<file path="config.mk">
export PLATFORM = sky130hd
export DESIGN_NAME = alu_arbiter
export DESIGN_NICKNAME = d
export VERILOG_FILES = /design/src/rtl/alu_pkg.sv /design/src/rtl/rr_arb2.sv /design/src/rtl/alu_arbiter.sv
export SDC_FILE = /design/constraint.sdc
export NUM_CORES = 1
export LEC_CHECK = 0
export ABC_CLOCK_PERIOD_IN_PS = 1600
export BUFFER_PORTS_ARGS = -buffer_cell sky130_fd_sc_hd__buf_4
export CAP_MARGIN = 20
export CORE_MARGIN = 10
export CORE_UTILIZATION = 40
export DETAILED_ROUTE_END_ITERATION = 16
export GPL_TIMING_DRIVEN = 0
export HOLD_SLACK_MARGIN = 0.05
export PLACE_DENSITY_LB_ADDON = 0.08
export SLEW_MARGIN = 20
export SYNTH_ARGS = -nofsm -noshare
export SYNTH_HDL_FRONTEND = slang
export SYNTH_HIERARCHICAL = 1
export SYNTH_SLANG_ARGS = --single-unit
</file>
<file path="constraint.sdc">
create_clock -name clk -period 1.6 [get_ports clk]
set_input_delay 0.32 -clock clk [delete_from_list [all_inputs] [get_ports clk]]
set_output_delay 0.32 -clock clk [all_outputs]
set_load 0.05 [all_outputs]
</file>
<file path="src/rtl/alu_pkg.sv">
// ---------------------------------------------------------------------------
// alu_pkg
//   Shared constants for the ALU arbiter slice: the opcode map of the
//   external eight_bit_alu, the arbiter FSM state encoding and a small
//   helper that turns a requester index into a one-hot vector.
// ---------------------------------------------------------------------------
package alu_pkg;

    // Opcode map of eight_bit_alu (ALU_Sel values)
    localparam logic [3:0] OP_ADD = 4'd0;
    localparam logic [3:0] OP_SUB = 4'd1;
    localparam logic [3:0] OP_MUL = 4'd2;
    localparam logic [3:0] OP_DIV = 4'd3;
    localparam logic [3:0] OP_SHL = 4'd4;
    localparam logic [3:0] OP_SHR = 4'd5;
    localparam logic [3:0] OP_ASQ = 4'd6;
    localparam logic [3:0] OP_BSQ = 4'd7;

    // Arbiter FSM encoding
    typedef logic [1:0] state_t;
    localparam state_t ST_IDLE = 2'd0;
    localparam state_t ST_EXEC = 2'd1;
    localparam state_t ST_RESP = 2'd2;

    // Requester index -> one-hot request/response vector
    function automatic logic [1:0] onehot2(input logic idx);
        return idx ? 2'b10 : 2'b01;
    endfunction

endpackage

</file>
<file path="src/rtl/rr_arb2.sv">
// ---------------------------------------------------------------------------
// rr_arb2
//   Two-way round-robin grant, purely combinational. The register holding
//   the previous winner lives in the parent.
// Ports
//   req_valid  in  [1:0]  requests currently presented
//   last_grant in         index of the requester granted most recently
//   grant      out [1:0]  one-hot grant, all zero when nobody requests
// ---------------------------------------------------------------------------
module rr_arb2
    import alu_pkg::*;
(
    input  logic [1:0] req_valid,
    input  logic       last_grant,
    output logic [1:0] grant
);

    // A lone request is already one-hot; only a tie needs the history bit,
    // and then the requester that did not win last time goes first.
    always_comb begin
        grant = req_valid;
        if (&req_valid) begin
            grant = onehot2(~last_grant);
        end
    end

endmodule

</file>
<file path="src/rtl/alu_arbiter.sv">
// ---------------------------------------------------------------------------
// alu_arbiter
//   Shares one combinational 8-bit ALU between two requesters. A request is
//   accepted in IDLE, the ALU is driven for exactly one EXEC cycle, and the
//   registered result is held in RESP until the owner takes it. Illegal
//   opcodes and divide-by-zero never fire the ALU and return err=1.
// Ports
//   clk, reset           rising-edge clock, synchronous active-high reset
//   req_valid/req_ready  per-requester request handshake
//   req_a/req_b/req_op   packed payloads, requester n at [n*W +: W]
//   rsp_valid/rsp_ready  per-requester response handshake
//   rsp_data/carry/err   shared response payload
//   alu_a/b/sel/latch    drive the external ALU (zero outside EXEC)
//   alu_out/alu_carry    result returned by the external ALU
// ---------------------------------------------------------------------------
module alu_arbiter
    import alu_pkg::*;
#(
    parameter int DATA_W  = 8,
    parameter int OP_W    = 4,
    parameter int NUM_OPS = 8
) (
    input  logic                  clk,
    input  logic                  reset,
    input  logic [1:0]            req_valid,
    output logic [1:0]            req_ready,
    input  logic [2*DATA_W-1:0]   req_a,
    input  logic [2*DATA_W-1:0]   req_b,
    input  logic [2*OP_W-1:0]     req_op,
    output logic [1:0]            rsp_valid,
    input  logic [1:0]            rsp_ready,
    output logic [DATA_W-1:0]     rsp_data,
    output logic                  rsp_carry,
    output logic                  rsp_err,
    output logic [DATA_W-1:0]     alu_a,
    output logic [DATA_W-1:0]     alu_b,
    output logic [OP_W-1:0]       alu_sel,
    output logic                  alu_latch,
    input  logic [DATA_W-1:0]     alu_out,
    input  logic                  alu_carry
);

    localparam logic [OP_W:0] NUM_OPS_V = (OP_W+1)'(NUM_OPS);

    state_t              state;
    logic                last_grant;
    logic [DATA_W-1:0]   a_reg;
    logic [DATA_W-1:0]   b_reg;
    logic [OP_W-1:0]     op_reg;
    logic [1:0]          grant;
    logic                grant_idx;
    logic                op_err;

    rr_arb2 u_arb (
        .req_valid  (req_valid),
        .last_grant (last_grant),
        .grant      (grant)
    );

    assign grant_idx = grant[1];

    // last_grant doubles as the owner of the transaction in flight, since
    // it is updated on the same handshake that starts the transaction.
    assign req_ready = (state == ST_IDLE && !reset) ? grant : 2'b00;
    assign rsp_valid = (state == ST_RESP) ? onehot2(last_grant) : 2'b00;

    // Rejected operations: opcode outside the ALU's table, or DIV by zero.
    assign op_err = ({1'b0, op_reg} >= NUM_OPS_V) ||
                    (op_reg == OP_W'(OP_DIV) && b_reg == '0);

    // The ALU sees operands only during EXEC so it idles at zero otherwise.
    assign alu_a     = (state == ST_EXEC) ? a_reg  : '0;
    assign alu_b     = (state == ST_EXEC) ? b_reg  : '0;
    assign alu_sel   = (state == ST_EXEC) ? op_reg : '0;
    assign alu_latch = (state == ST_EXEC) && !op_err;

    // Transaction FSM: capture payload on acceptance, sample the ALU at the
    // end of EXEC, then hold the response until its owner is ready.
    always_ff @(posedge clk) begin
        if (reset) begin
            state      <= ST_IDLE;
            last_grant <= 1'b1;
            a_reg      <= '0;
            b_reg      <= '0;
            op_reg     <= '0;
            rsp_data   <= '0;
            rsp_carry  <= 1'b0;
            rsp_err    <= 1'b0;
        end else begin
            case (state)
                ST_IDLE: begin
                    if (|grant) begin
                        a_reg      <= grant_idx ? req_a[2*DATA_W-1:DATA_W] : req_a[DATA_W-1:0];
                        b_reg      <= grant_idx ? req_b[2*DATA_W-1:DATA_W] : req_b[DATA_W-1:0];
                        op_reg     <= grant_idx ? req_op[2*OP_W-1:OP_W]    : req_op[OP_W-1:0];
                        last_grant <= grant_idx;
                        state      <= ST_EXEC;
                    end
                end
                ST_EXEC: begin
                    if (op_err) begin
                        rsp_data  <= '0;
                        rsp_carry <= 1'b0;
                        rsp_err   <= 1'b1;
                    end else begin
                        rsp_data  <= alu_out;
                        rsp_carry <= alu_carry;
                        rsp_err   <= 1'b0;
                    end
                    state <= ST_RESP;
                end
                ST_RESP: begin
                    if (rsp_ready[last_grant]) begin
                        state <= ST_IDLE;
                    end
                end
                default: begin
                    state <= ST_IDLE;
                end
            endcase
        end
    end

endmodule

</file>
==> impl_metrics.toml, run 1 <==
[critical_path]
worstSetupPathDepth = 4
worstPathMaxFanout = 8
crit_type = "reg2out"
path_cells = "nor2b_4 > clkbuf_8 > and2_4 > buf_8"
crit_family = "simple AND/OR/NAND/NOR gates"
slowest_delay_ns = 0.37
arrival_ns = 1.39
setup.worst_path.start_class = "register"
crit_required_ns = 1.28
cp-end-kind = "primary output"
worst-path-buf-inv = 2
rr_worst_depth = 4
slowest_stage = "dfxtp_4"

[sta]
fin_ws_ns = -0.107
fin_crit_sh_pct = 107
tns_ns = -1.83
whs_ns = 0.238
setup_viol = 20
rsz0062_at_grt = "yes"
maxSlewViolCount = 0
finalCriticalPeriod_ns = 1.71
worstMarginPinSlew_ns = 0.597
fmax_mhz = 586
skew_ns = 0.00401
slew_headroom_pct = 60.0
final_hold_viol_count = 0

[detailed_routing]
wl_met3_um = 445
wire_per_inst_um = 17.1
wl_um = 5540
postRouteAntennaNets = 0
drcViolationCount = 0
drt_iter0_drc = 82
wl_met2_um = 2650
routed.top_layer = "met4"
first_pass_iters = 4
met1Wirelength_um = 2340
vias = 1700
viasPerCell = 5.25

[place]
portBuffers = 89
finalWeightedCongestion = 0.767
hpwl_um = 3890

[floorplan]
rows = 22
die-area_um2 = 6880
die_x_um = 82.9
die_h_um = 82.9
core_area_um2 = 3740
start_util_pct = 42.3
io_pins = 90

[synth]
seq_area_frac_synth_pct = 41.7
synthesis.area_um2 = 1580
syn-mean-instance-area_um2 = 9.60
synthMuxAreaShare_pct = 13.3
synthCells = 165
synth_edf_count = 0
synth_top_flop_cell = "dfxtp_1"
synth_compound_gate_area_share_pct = 24.5
yosys.area_share.simple_pct = 17.1
ys_seq_elements = 33
synth_area_leaders = "dfxtp_1, mux2i_1, a211oi_1"
syn_nets = 220
synth_xor_xnor_area_share_pct = 0
synth_common_cells = "dfxtp_1, and2_1, a211oi_1, a21oi_1, mux2i_1"
synth_top_area_share_pct = 41.7
ys_async_sr_fraction_pct = 0
synth_top_family_by_area = "compound AO/OA/AOI/OAI gates"
yosys_warnings = 6
synth_top_cell_by_area = "dfxtp_1"
synth_cell_types = 24
synth.most_common_cell = "dfxtp_1"
synthAdderAreaFrac_pct = 0

[power]
combPwrFrac_pct = 39.2
clkPwrFrac_pct = 22.6
ir_drop_mv = 0.687
netSwitchingFraction_pct = 35.0
p_per_area_nw_per_um2 = 925
leakage_nw = 1.30
seqPwrFrac_pct = 38.2
p_int_mw = 1.73
p_sw_uw = 933

[hold_path]
worstHoldPathCells = 2
min_path_type = "in2reg"

[grt]
grt_usage_pct = 15.6
antenna_found_initial = 0
grt_overflow_total = 0
grt_pass1_vias = 1862
grt_pass1_wl_um = 9070
grt_max_degree = 11

[layout]
insertedDiodeCount = 0
nets = 330
drive_gt1_share_pct = 58.7
syn_to_final_growth_pct = 82.0

[clock_tree]
cts-root-buf = "clkbuf_8"
cts-hold-fix-buffers = 0
clock-sinks = 33
clk_pin_slew_ns = 0.07
clk_latency_ns = 0.29
htreeDepth = 2
numCtsBuffers = 5
max-clock-path-buffers = 2
cts_tree = "yes"

[run_status]
status = "finished, violations left"
violations = "negative setup slack"

[flow_run]
drv_cap = 0
==> per-layer routing <==
metal | global-route usage, % | vias to the layer above
li1 | - | 833
met1 | 17.6 | 797
met2 | 25.6 | 61
met3 | 6.35 | 9
met4 | 5.85 | 0
met5 | 0 | -
==> worst register-to-register path: stages, from the launching register on <==
cell     delay [ns]
dfxtp_4        0.34
buf_4          0.16
or4b_4         0.49
a31oi_4        0.29
a22o_1         0.19
==> metrics by stage <==
stage / util (%) / cell area, µm² / worst slack, ns / power [mW] / instances
after global routing: 77.0 / 2880 / -0.169 / 2.80 / 324
after detailed placement: 63.4 / 2370 / -0.350 / 1.84 / 302
after global placement: 63.4 / 2370 / -0.347 / 1.83 / 302
after CTS: 75.8 / 2840 / -0.0974 / 2.65 / 323
after floorplan: - / 1640 / -0.0274 / 1.55 / 165
final: 77.0 / 2880 / -0.107 / 2.67 / 324
==> cells in the final DEF, fill, tap and decap left out, drive strengths merged <==
master and instances:
inv 1, a22o 8, a21oi 21, a21boi 2
nor4 2, nand3 1, a31oi 1, mux2i 21
nor4b 2, or2 1, nor2b 5, a211oi 21
buf 104, clkinv 2, nor2 5, and3b 1
clkbuf 18, dfxtp 33, a211o 1, or4b 1
nand2 1, a32o 1, and2 23
==> cell type report <==
| class | count | area (µm²) |
|---|---|---|
| sequential | 33 | 677 |
| clock inverter | 2 | 10.0 |
| multi-input combinational | 118 | 1020 |
| inverter | 1 | 3.75 |
| fill | 274 | 861 |
| timing repair buffer | 103 | 958 |
| tap | 48 | 60.1 |
| buffer | 13 | 78.8 |
| clock buffer | 6 | 72.6 |
==> power by group through the flow <==
stage / clock [mW] / combinational, mW / sequential, mW
final: 0.603 / 1.05 / 1.02
after global routing: 0.645 / 1.12 / 1.03
after CTS: 0.618 / 1.01 / 1.01
after detailed placement: 0 / 0.818 / 1.02
after global placement: 0 / 0.813 / 1.01
after floorplan: 0 / 0.486 / 1.07
==> kinds of logic (layout without fill, tap and decap cells) <==
| logic type | count (synthesis) | count (layout) |
|---|---|---|
| buf+inv | 14 | 125 |
| simple gates | 42 | 42 |
| flops | 33 | 33 |
| mux | 21 | 21 |
| compound gates | 55 | 55 |
==> what timing repair did <==
item                                   in CTS  in global routing
gates cloned                                2                  0
endpoints found under the hold margin       0                  0
setup buffers                              11                  1
setup endpoints to repair                  45                 46
pin swaps                                  20                  6
gates resized for setup                    92                 16
==> worst paths after layout <==
| path | end | slack [ns] | start |
|---|---|---|---|
| min reg2reg | rsp_data[6] | 0.47 | rsp_data[6] |
| max reg2reg | rsp_data[3] | 0.07 | state[0] |
| min | rsp_data[5] | 0.24 | alu_out[5] |
| max | alu_sel[2] | -0.11 | state[1] |
No activity file was read; power rests on OpenSTA's default activity.
==> run 2, diff against run 1 <==
- CTS_BUF_LIST: unset -> sky130_fd_sc_hd__clkbuf_16
- PLACE_DENSITY: unset -> 0.74
- PLACE_DENSITY_LB_ADDON: 0.08 -> unset
==> run 2 against run 1 <==
Net effect: the flow still finishes with violations (negative setup slack); worst setup slack better by 0.0014 ns; clock skew is 0.00067 ns higher; die area stayed put; register-to-register slack hardly changed; sequential cell count stayed put.
==> impl_metrics.toml, run 2 (synthesized netlist as in run 1, its figures left out) <==
[power]
ir_drop_mv = 0.671
fin_total_pwr_mw = 2.93
p_per_area_nw_per_um2 = 1010
leakage_nw = 1.31

[detailed_routing]
drt_iter0_drc = 93
wire_per_inst_um = 17.7
wl_um = 5720
viasPerCell = 5.26
postRouteAntennaNets = 0
drcViolationCount = 0
vias = 1698
first_pass_iters = 4

[grt]
antenna_found_initial = 0
grt_pass1_vias = 1823
grtUsageMet3_pct = 7.23
grt_use_met1_pct = 18.6
grt_pass1_wl_um = 9290
use_met2_pct = 25.3
busiest_layer = "met2"
grt_max_degree = 11
grt_overflow_total = 0
grt_usage_pct = 15.9

[layout]
drive_gt1_share_pct = 57.1
final_cell_mix = "buf_4, dfxtp_1, mux2i_1, a21oi_1, a211oi_1"
final_common_cell = "buf_4"
nets = 329
fillers = 275
layoutNonFillerInstCount = 323
seq_area_um2 = 674
fin_area_um2 = 2890
multi_input_area_um2 = 995
syn_to_final_growth_pct = 82.6
insertedDiodeCount = 0

[floorplan]
rows = 22
core_area_um2 = 3740
die_h_um = 82.9
io_pins = 90
die_x_um = 82.9
die-area_um2 = 6880
start_util_pct = 42.3

[critical_path]
worstSetupStartpoint = "b_reg[2]"
crit_required_ns = 1.28
crit_type = "reg2out"
cp-end-kind = "primary output"
rr_worst_depth = 6
reg2reg_slack_ns = 0.08
arrival_ns = 1.39
setup.worst_path.start_class = "register"
r2r_start = "b_reg[2]"
worstPathMaxFanout = 3
reg2reg_to = "rsp_data[6]"

[run_status]
violations = "negative setup slack"
status = "finished, violations left"

[place]
placed_cell_area_um2 = 2370
hpwl_um = 4040
finalWeightedCongestion = 0.745
portBuffers = 89
dp.cells = 302

[sta]
final_hold_viol_count = 0
rsz0062_at_grt = "yes"
setup_viol = 21
fin_ws_ns = -0.106
tns_ns = -1.02
fin_crit_sh_pct = 107
skew_ns = 0.00468
maxSlewViolCount = 0
slew_headroom_pct = 58.4
finalCriticalPeriod_ns = 1.71
fmax_mhz = 586
worstMarginPinSlew_ns = 0.625

[clock_tree]
cts-root-buf = "clkbuf_16"
clock-sinks = 33
htreeDepth = 2
cts_tree = "yes"
max-clock-path-buffers = 2
clk_latency_ns = 0.28
cts-hold-fix-buffers = 0
numCtsBuffers = 5
clk_pin_slew_ns = 0.05

[flow_run]
drv_cap = 0

[hold_path]
min_path_type = "in2reg"
hp-start = "alu_out[2]"
hold_end = "rsp_data[2]"
worstHoldPathCells = 2
run 2: changes by cell type in the layout (fill, tap and decap cells not counted), moves of 2 or more:
cell and change:
and2_4 -4, nor2b_4 -2, clkbuf_16 +5, nor2b_2 +2, and2_2 +3, dfxtp_1 +2, clkbuf_8 -9, dfxtp_2 -2
run 2: worst max-delay path by stage:
stage | cells past startpoint | end | slack, ns
6_report | 4 | alu_latch | -0.11
5_1_grt | 4 | alu_latch | -0.17
4_1_cts | 4 | alu_latch | -0.15
3_5_place_dp | 4 | alu_b[1] | -0.36
3_3_place_gp | 4 | alu_b[6] | -0.35
2_1_floorplan | 3 | alu_b[1] | -0.03
run 2: layout make-up:
cell class	count	share of cell area (%)
repair buffers	102	32.5
inverters	1	0.130
well taps	48	2.08
plain buffers	13	2.81
flip-flops and latches	33	23.3
clock inverters	3	0.476
clock buffers	5	4.33
multi-input cells	118	34.4
run 2: routing by layer:
metal | share of wire [%] | up-vias | wire length [µm]
li1 | - | 834 | -
met1 | 44 | 789 | 2510
met2 | 47 | 64 | 2680
met3 | 7.5 | 11 | 429
met4 | 1.7 | 0 | 100
met5 | 0 | - | 0
run 2: what timing repair did:
item,in CTS,in global routing
endpoints found under the setup margin,45,42
cloned,1,0
setup buffers,8,4
pin swaps,10,5
gates resized for setup,75,21
run 2: power breakdown:
group / leakage (nW) / internal, mW / switching, mW / total [mW]
Combinational: 0.958 / 0.484 / 0.543 / 1.03
Sequential: 0.274 / 0.930 / 0.0887 / 1.02
Clock: 0.0748 / 0.563 / 0.323 / 0.885
run 2: worst max-delay path: stages (launching register included):
cell	delay, ns
dfxtp_2	0.34
nor4_4	0.36
nand3_2	0.11
and2_4	0.16
buf_8	0.14
run 2: per-stage QoR:
stage	util [%]	worst slack, ns	hold WS [ns]
finish	77.3	-0.106	0.256
detailed placement	63.4	-0.362	0.461
floorplan	-	-0.0274	0.446
global placement	63.4	-0.349	0.456
CTS	75.2	-0.151	0.251
global route	77.3	-0.170	0.253
